### src/rtl/keypad_pkg.sv
// keypad_pkg: shared types and helpers for the key matrix scanner.
// Holds the scan state encoding, the key-index width helper and the
// lowest-set-bit priority function used to pick which key to report.
package keypad_pkg;

    typedef enum logic [1:0] {
        DRIVE  = 2'd0,
        SETTLE = 2'd1,
        SAMPLE = 2'd2,
        EVAL   = 2'd3
    } scan_state_e;

    // Widest key vector the priority helper accepts.
    localparam int MAX_KEYS = 64;

    // Width of an index into a set of n items (never less than one bit).
    function automatic int key_idx_w(input int n);
        return (n > 1) ? $clog2(n) : 1;
    endfunction

    // Index width for the default 4x4 matrix.
    localparam int KEY_IDX_W = key_idx_w(16);

    // Index of the lowest set bit of v; 0 when v is empty.
    function automatic int lowest_set(input logic [MAX_KEYS-1:0] v);
        int idx;
        idx = 0;
        for (int i = MAX_KEYS - 1; i >= 0; i--) begin
            idx = v[i] ? i : idx;
        end
        return idx;
    endfunction

endpackage

### src/rtl/keypad_event_reg.sv
// keypad_event_reg: one-entry valid/ready output register.
// A new event is loaded when the register is empty or is being emptied in
// the same cycle; otherwise the event is dropped and overflow pulses once.
// Code and release flag stay frozen while the consumer stalls.
module keypad_event_reg #(
    parameter int CODE_W = 4
) (
    input  logic              clk,
    input  logic              rst,
    input  logic              in_valid,
    input  logic [CODE_W-1:0] in_code,
    input  logic              in_release,
    input  logic              out_ready,
    output logic              out_valid,
    output logic [CODE_W-1:0] out_code,
    output logic              out_release,
    output logic              overflow
);

    logic              valid_q, valid_d;
    logic [CODE_W-1:0] code_q, code_d;
    logic              release_q, release_d;
    logic              overflow_q, overflow_d;

    // Next-state: load, drop with overflow pulse, or retire on handshake.
    always_comb begin
        valid_d    = valid_q;
        code_d     = code_q;
        release_d  = release_q;
        overflow_d = 1'b0;
        if (in_valid && (!valid_q || out_ready)) begin
            valid_d   = 1'b1;
            code_d    = in_code;
            release_d = in_release;
        end else if (in_valid) begin
            overflow_d = 1'b1;
        end else if (valid_q && out_ready) begin
            valid_d = 1'b0;
        end else begin
            valid_d = valid_q;
        end
    end

    // Output register with synchronous reset.
    always_ff @(posedge clk) begin
        if (rst) begin
            valid_q    <= 1'b0;
            code_q     <= '0;
            release_q  <= 1'b0;
            overflow_q <= 1'b0;
        end else begin
            valid_q    <= valid_d;
            code_q     <= code_d;
            release_q  <= release_d;
            overflow_q <= overflow_d;
        end
    end

    assign out_valid   = valid_q;
    assign out_code    = code_q;
    assign out_release = release_q;
    assign overflow    = overflow_q;

endmodule

### src/rtl/keypad_matrix_scan.sv
// keypad_matrix_scan: 4x4 passive key matrix scanner.
// Drives one column low at a time, samples the active-low rows after a
// settle delay, debounces whole 16-key snapshots and reports the lowest new
// press through keypad_event_reg.
// Optional feature: define KEYPAD_RELEASE_EVENT_EN to also report key
// releases (key_release=1) when no press is reported at the same accept point.
module keypad_matrix_scan
    import keypad_pkg::*;
#(
    parameter int ROWS           = 4,
    parameter int COLS           = 4,
    parameter int SETTLE_CYCLES  = 4,
    parameter int DEBOUNCE_SCANS = 3,
    localparam int NK            = ROWS * COLS,
    localparam int KW            = key_idx_w(NK)
) (
    input  logic            clk,
    input  logic            rst,
    input  logic [ROWS-1:0] row_sense,
    output logic [COLS-1:0] col_drive,
    output logic            key_valid,
    output logic [KW-1:0]   key_code,
    output logic            key_release,
    input  logic            key_ready,
    output logic            key_overflow
);

    localparam int CW = key_idx_w(COLS);
    localparam int SW = $clog2(SETTLE_CYCLES + 1);
    localparam int DW = $clog2(DEBOUNCE_SCANS + 1);

    scan_state_e     state_q, state_d;
    logic [CW-1:0]   col_q, col_d;
    logic [SW-1:0]   settle_q, settle_d;
    logic [NK-1:0]   snapshot_q, snapshot_d;
    logic [NK-1:0]   prev_q, prev_d;
    logic [NK-1:0]   debounced_q, debounced_d;
    logic [DW-1:0]   stable_q, stable_d;
    logic [COLS-1:0] col_drive_q, col_drive_d;

    logic [NK-1:0]       new_press_s;
    logic [MAX_KEYS-1:0] pick_s;
    logic                ev_valid_s;
    logic [KW-1:0]       ev_code_s;
    logic                ev_release_s;
`ifdef KEYPAD_RELEASE_EVENT_EN
    logic [NK-1:0]       new_rel_s;
`endif

    // Scan sequencer, snapshot capture and debounce/event decision.
    always_comb begin
        state_d      = state_q;
        col_d        = col_q;
        settle_d     = settle_q;
        snapshot_d   = snapshot_q;
        prev_d       = prev_q;
        debounced_d  = debounced_q;
        stable_d     = stable_q;
        new_press_s  = '0;
        pick_s       = '0;
        ev_valid_s   = 1'b0;
        ev_code_s    = '0;
        ev_release_s = 1'b0;
`ifdef KEYPAD_RELEASE_EVENT_EN
        new_rel_s    = '0;
`endif
        case (state_q)
            DRIVE: begin
                settle_d = '0;
                state_d  = SETTLE;
            end
            SETTLE: begin
                if (settle_q == SW'(SETTLE_CYCLES - 1)) begin
                    state_d = SAMPLE;
                end else begin
                    settle_d = settle_q + SW'(1);
                end
            end
            SAMPLE: begin
                for (int r = 0; r < ROWS; r++) begin
                    snapshot_d[r*COLS + int'(col_q)] = ~row_sense[r];
                end
                if (col_q == CW'(COLS - 1)) begin
                    state_d = EVAL;
                end else begin
                    col_d   = col_q + CW'(1);
                    state_d = DRIVE;
                end
            end
            EVAL: begin
                col_d   = '0;
                state_d = DRIVE;
                if (snapshot_q == prev_q) begin
                    stable_d = (stable_q >= DW'(DEBOUNCE_SCANS)) ?
                               DW'(DEBOUNCE_SCANS) : stable_q + DW'(1);
                end else begin
                    stable_d = DW'(1);
                end
                prev_d = snapshot_q;
                // Accept point: a snapshot that has held long enough and differs.
                if ((stable_d == DW'(DEBOUNCE_SCANS)) && (snapshot_q != debounced_q)) begin
                    new_press_s = snapshot_q & ~debounced_q;
                    debounced_d = snapshot_q;
`ifdef KEYPAD_RELEASE_EVENT_EN
                    new_rel_s = debounced_q & ~snapshot_q;
                    if (new_press_s != '0) begin
                        pick_s[NK-1:0] = new_press_s;
                        ev_valid_s     = 1'b1;
                        ev_release_s   = 1'b0;
                    end else if (new_rel_s != '0) begin
                        pick_s[NK-1:0] = new_rel_s;
                        ev_valid_s     = 1'b1;
                        ev_release_s   = 1'b1;
                    end else begin
                        ev_valid_s = 1'b0;
                    end
`else
                    if (new_press_s != '0) begin
                        pick_s[NK-1:0] = new_press_s;
                        ev_valid_s     = 1'b1;
                    end else begin
                        ev_valid_s = 1'b0;
                    end
`endif
                    ev_code_s = KW'(lowest_set(pick_s));
                end else begin
                    debounced_d = debounced_q;
                end
            end
            default: begin
                state_d = DRIVE;
                col_d   = '0;
            end
        endcase
        // Column drive follows the upcoming state so the output is registered.
        for (int c = 0; c < COLS; c++) begin
            col_drive_d[c] = !((state_d != EVAL) && (col_d == CW'(c)));
        end
    end

    // Scan state registers with synchronous reset.
    always_ff @(posedge clk) begin
        if (rst) begin
            state_q     <= DRIVE;
            col_q       <= '0;
            settle_q    <= '0;
            snapshot_q  <= '0;
            prev_q      <= '0;
            debounced_q <= '0;
            stable_q    <= '0;
            col_drive_q <= '1;
        end else begin
            state_q     <= state_d;
            col_q       <= col_d;
            settle_q    <= settle_d;
            snapshot_q  <= snapshot_d;
            prev_q      <= prev_d;
            debounced_q <= debounced_d;
            stable_q    <= stable_d;
            col_drive_q <= col_drive_d;
        end
    end

    assign col_drive = col_drive_q;

    keypad_event_reg #(
        .CODE_W (KW)
    ) u_event_reg (
        .clk         (clk),
        .rst         (rst),
        .in_valid    (ev_valid_s),
        .in_code     (ev_code_s),
        .in_release  (ev_release_s),
        .out_ready   (key_ready),
        .out_valid   (key_valid),
        .out_code    (key_code),
        .out_release (key_release),
        .overflow    (key_overflow)
    );

endmodule

### config.mk
export PLATFORM = sky130hd
export DESIGN_NAME = keypad_matrix_scan
export DESIGN_NICKNAME = d
export VERILOG_FILES = /design/src/rtl/keypad_pkg.sv /design/src/rtl/keypad_event_reg.sv /design/src/rtl/keypad_matrix_scan.sv
export SDC_FILE = /design/constraint.sdc
export NUM_CORES = 1
export LEC_CHECK = 0
export CAP_MARGIN = 40
export CORE_ASPECT_RATIO = 0.9
export CORE_MARGIN = 8
export CORE_UTILIZATION = 59
export DETAILED_ROUTE_END_ITERATION = 7
export PLACE_DENSITY = 0.79
export SYNTH_ARGS = -nofsm -noshare
export SYNTH_HDL_FRONTEND = slang
export SYNTH_SLANG_ARGS = --single-unit
### constraint.sdc
create_clock -name clk -period 2.3 [get_ports clk]
set_input_delay 0.23 -clock clk [delete_from_list [all_inputs] [get_ports clk]]
set_output_delay 0.23 -clock clk [all_outputs]
set_load 0.03 [all_outputs]
==> results by group <==
STA
  – Final setup vio count: 0
  – Period utilization: 0.936
  – Tmin final: 2.15 ns
  – Setup_tns: 0 ns
  – Worst Tran Pin Value: 0.719 ns
  – Max-slew headroom: 0.519
  – Hold Vio Cnt, Final: 0
  – Fmax: 465 MHz
  – RSZ-0062 raised after global routing: false
  – Clk_skew: 0.00447 ns
  – Pins over their slew limit: 0
  – Worst setup margin: 0.148 ns

Logic synthesis
  – Yosys cell types: 41
  – Avg Inst Size Synth: 8.60 um2
  – Total nets after synthesis: 394
  – Synth Register Bits: 67
  – Top FF cell, synth: dfxtp_1
  – Asr flop ratio synth: 0
  – Synth Warn #: 0
  – Dominant cells by area after synthesis: dfxtp_1, ha_1, a21oi_1
  – Cell count after synthesis: 369
  – Post-synthesis sequential area ratio: 0.423
  – Biggest area consumer among synthesized cells: dfxtp_1
  – Synth top area share: 0.423
  – Post-synth EDFFs: 0
  – Post-Syn Area: 3170 um2

Die
  – Placeable Area: 5220 um2
  – Row cnt: 25
  – Die area: 7990 um2
  – Die height: 85.6 um
  – Die Wd: 93.3 um
  – Io pins: 18
  – Initial cell density of the core: 0.608

Setup path
  – Startpoint types: flip-flop
  – Flop-to-flop setup slack: 0.15 ns
  – CP Class: reg2reg
  – Critical Path RT: 2.58 ns
  – Arrival time worst endpoint: 2.43 ns
  – Crit path max fanout: 22
  – CP endpoint kind: flip-flop

Finish
  – Number of diodes: 0
  – Most frequent cells in the layout: dfxtp_1, nand2_1, a21oi_1
  – Share of cells above drive strength 1: 0.126
  – Area Growth Syn to Fin: 16.6%
  – Nets: 424
  – Most common cell after layout, fill and taps aside: dfxtp_1
  – Finished Layout Cells: 471

Pwr
  – Peak VDD IR: 0.604 mV
  – Leakage: 1.36 nW
  – PwrDens: 602 nW/um2

Worst hold path
  – Hold/Removal Path Class: in2reg

Global routing
  – Vias in the first global route: 2534
  – Pin count of the biggest net entering global routing: 37
  – GRT Util Overall: 0.198
  – First-pass GRT wire length: 12.3 mm
  – Gr ovfl total: 0
  – Initial antenna violation count: 0

Routing
  – WL final: 7.36 mm
  – Vias/cell: 5.69
  – Vias: 2679
  – Routed len/inst: 15.6 um
  – Detailed Routing Iterations Pass 1: 4
  – Initial DRC count: 181
  – DRC viols: 0
  – Detail Route Antenna Nets: 0

Clock network
  – CTS tree: yes
  – Reg clk slew, reported paths: 0.07 ns
  – Clock Sinks: 67
  – H-tree depth: 3
  – Hold buffer count at cts: 0
  – PostCTS Resize Cnt: 0
  – Postcts setup bufs: 0
  – Clock Tree Root: clkbuf_8
  – CTS buffer count: 9
  – Clk buf depth: 2
  – Clock Latency Late Sink: 0.35 ns

Placement
  – DP HPWL: 5.21 mm
  – Placed cell count: 455
  – Number of I/O port buffers: 16
  – Pre-CTS setup slack: 0.169 ns
  – GPL Wtd Cong: 0.840

Flow run
  – MaxCap Viol Count: 0

Run status
  – Status: complete, no violations
-- registers in the layout (all words and copies together) (netlist names) --
name / count
col_drive: 4
u_event_reg.out_valid: 1
settle_q: 3
state_q: 2
snapshot_q: 16
prev_q: 16
stable_q: 2
col_q: 2
u_event_reg.out_code: 4
u_event_reg.overflow: 1
debounced_q: 16
-- cells by family after synthesis --
group | share of synthesized area
and+or+nand+nor | 0.214
AOI/OAI and AO/OA | 0.175
buffers and inverters | 0.0587
adders and majority gates | 0.0710
xor gates and xnor gates | 0.0441
DFF | 0.423
muxes | 0.0126
other | 0.00118
-- report_power, final --
part | leakage (nW) | switching (mW) | internal (mW)
Sequential | 0.541 | 0.00335 | 1.16
Combinational | 0.731 | 0.0397 | 0.0221
Clock | 0.0905 | 0.471 | 0.527
Total | 1.36 | 0.515 | 1.71
-- cell type report --
cell class,count,area [um2]
timing repair buffer,38,333
clock inverter,6,65.1
clock buffer,10,138
tap,67,83.8
multi-input combinational,260,1650
fill,433,1520
inverter,23,86.3
sequential,67,1340
-- stage by stage --
step | power (mW) | instance area, um2 | hold slack [ns] | util
after floorplan | 1.23 | 3170 | 0.326 | -
after global placement | 1.25 | 3490 | 0.443 | 0.669
after detailed placement | 1.26 | 3490 | 0.437 | 0.669
after CTS | 2.24 | 3700 | 0.264 | 0.708
after global routing | 2.29 | 3700 | 0.296 | 0.709
final | 2.23 | 3700 | 0.280 | 0.709
-- cells in the mapped netlist, drive strengths merged, types with 11 or more instances --
cell	instances
inv	23
dfxtp	67
ha	18
nor3	11
a21o	16
xnor2	16
nand3	17
a211oi	17
nand2	41
nor2	33
a21oi	41
clkbuf	13
-- routing by layer --
| layer | wire length (um) | GRT usage | vias up |
|---|---|---|---|
| met2 | 3490 | 0.321 | 52 |
| met1 | 3330 | 0.236 | 1266 |
| met3 | 359 | 0.0550 | 20 |
| li1 | - | - | 1341 |
| met4 | 181 | 0.0950 | 0 |
| met5 | 0 | 0 | - |
-- path summary, 6_finish.rpt --
| path | end | depth (start not counted) | start |
|---|---|---|---|
| worst max-delay path | debounced_q[1]$_SDFFE_PP0P_ | 8 | debounced_q[5]$_SDFFE_PP0P_ |
| worst min-delay path | debounced_q[11]$_SDFFE_PP0P_ | 2 | rst |
| worst max register to register | debounced_q[1]$_SDFFE_PP0P_ | 8 | debounced_q[5]$_SDFFE_PP0P_ |
| worst min register to register | col_drive[3]$_SDFF_PP1_ | 1 | col_q[1]$_SDFF_PP0_ |
-- critical path: stages (launching register included) --
cell and delay (ns):
dfxtp_1 0.31, inv_1 0.06, ha_1 0.27, nand4_1 0.13
nor4_1 0.50, nor2_4 0.22, buf_4 0.22, a21o_2 0.21
a21oi_1 0.15
Note: power is estimated with default switching activity, not from simulation.
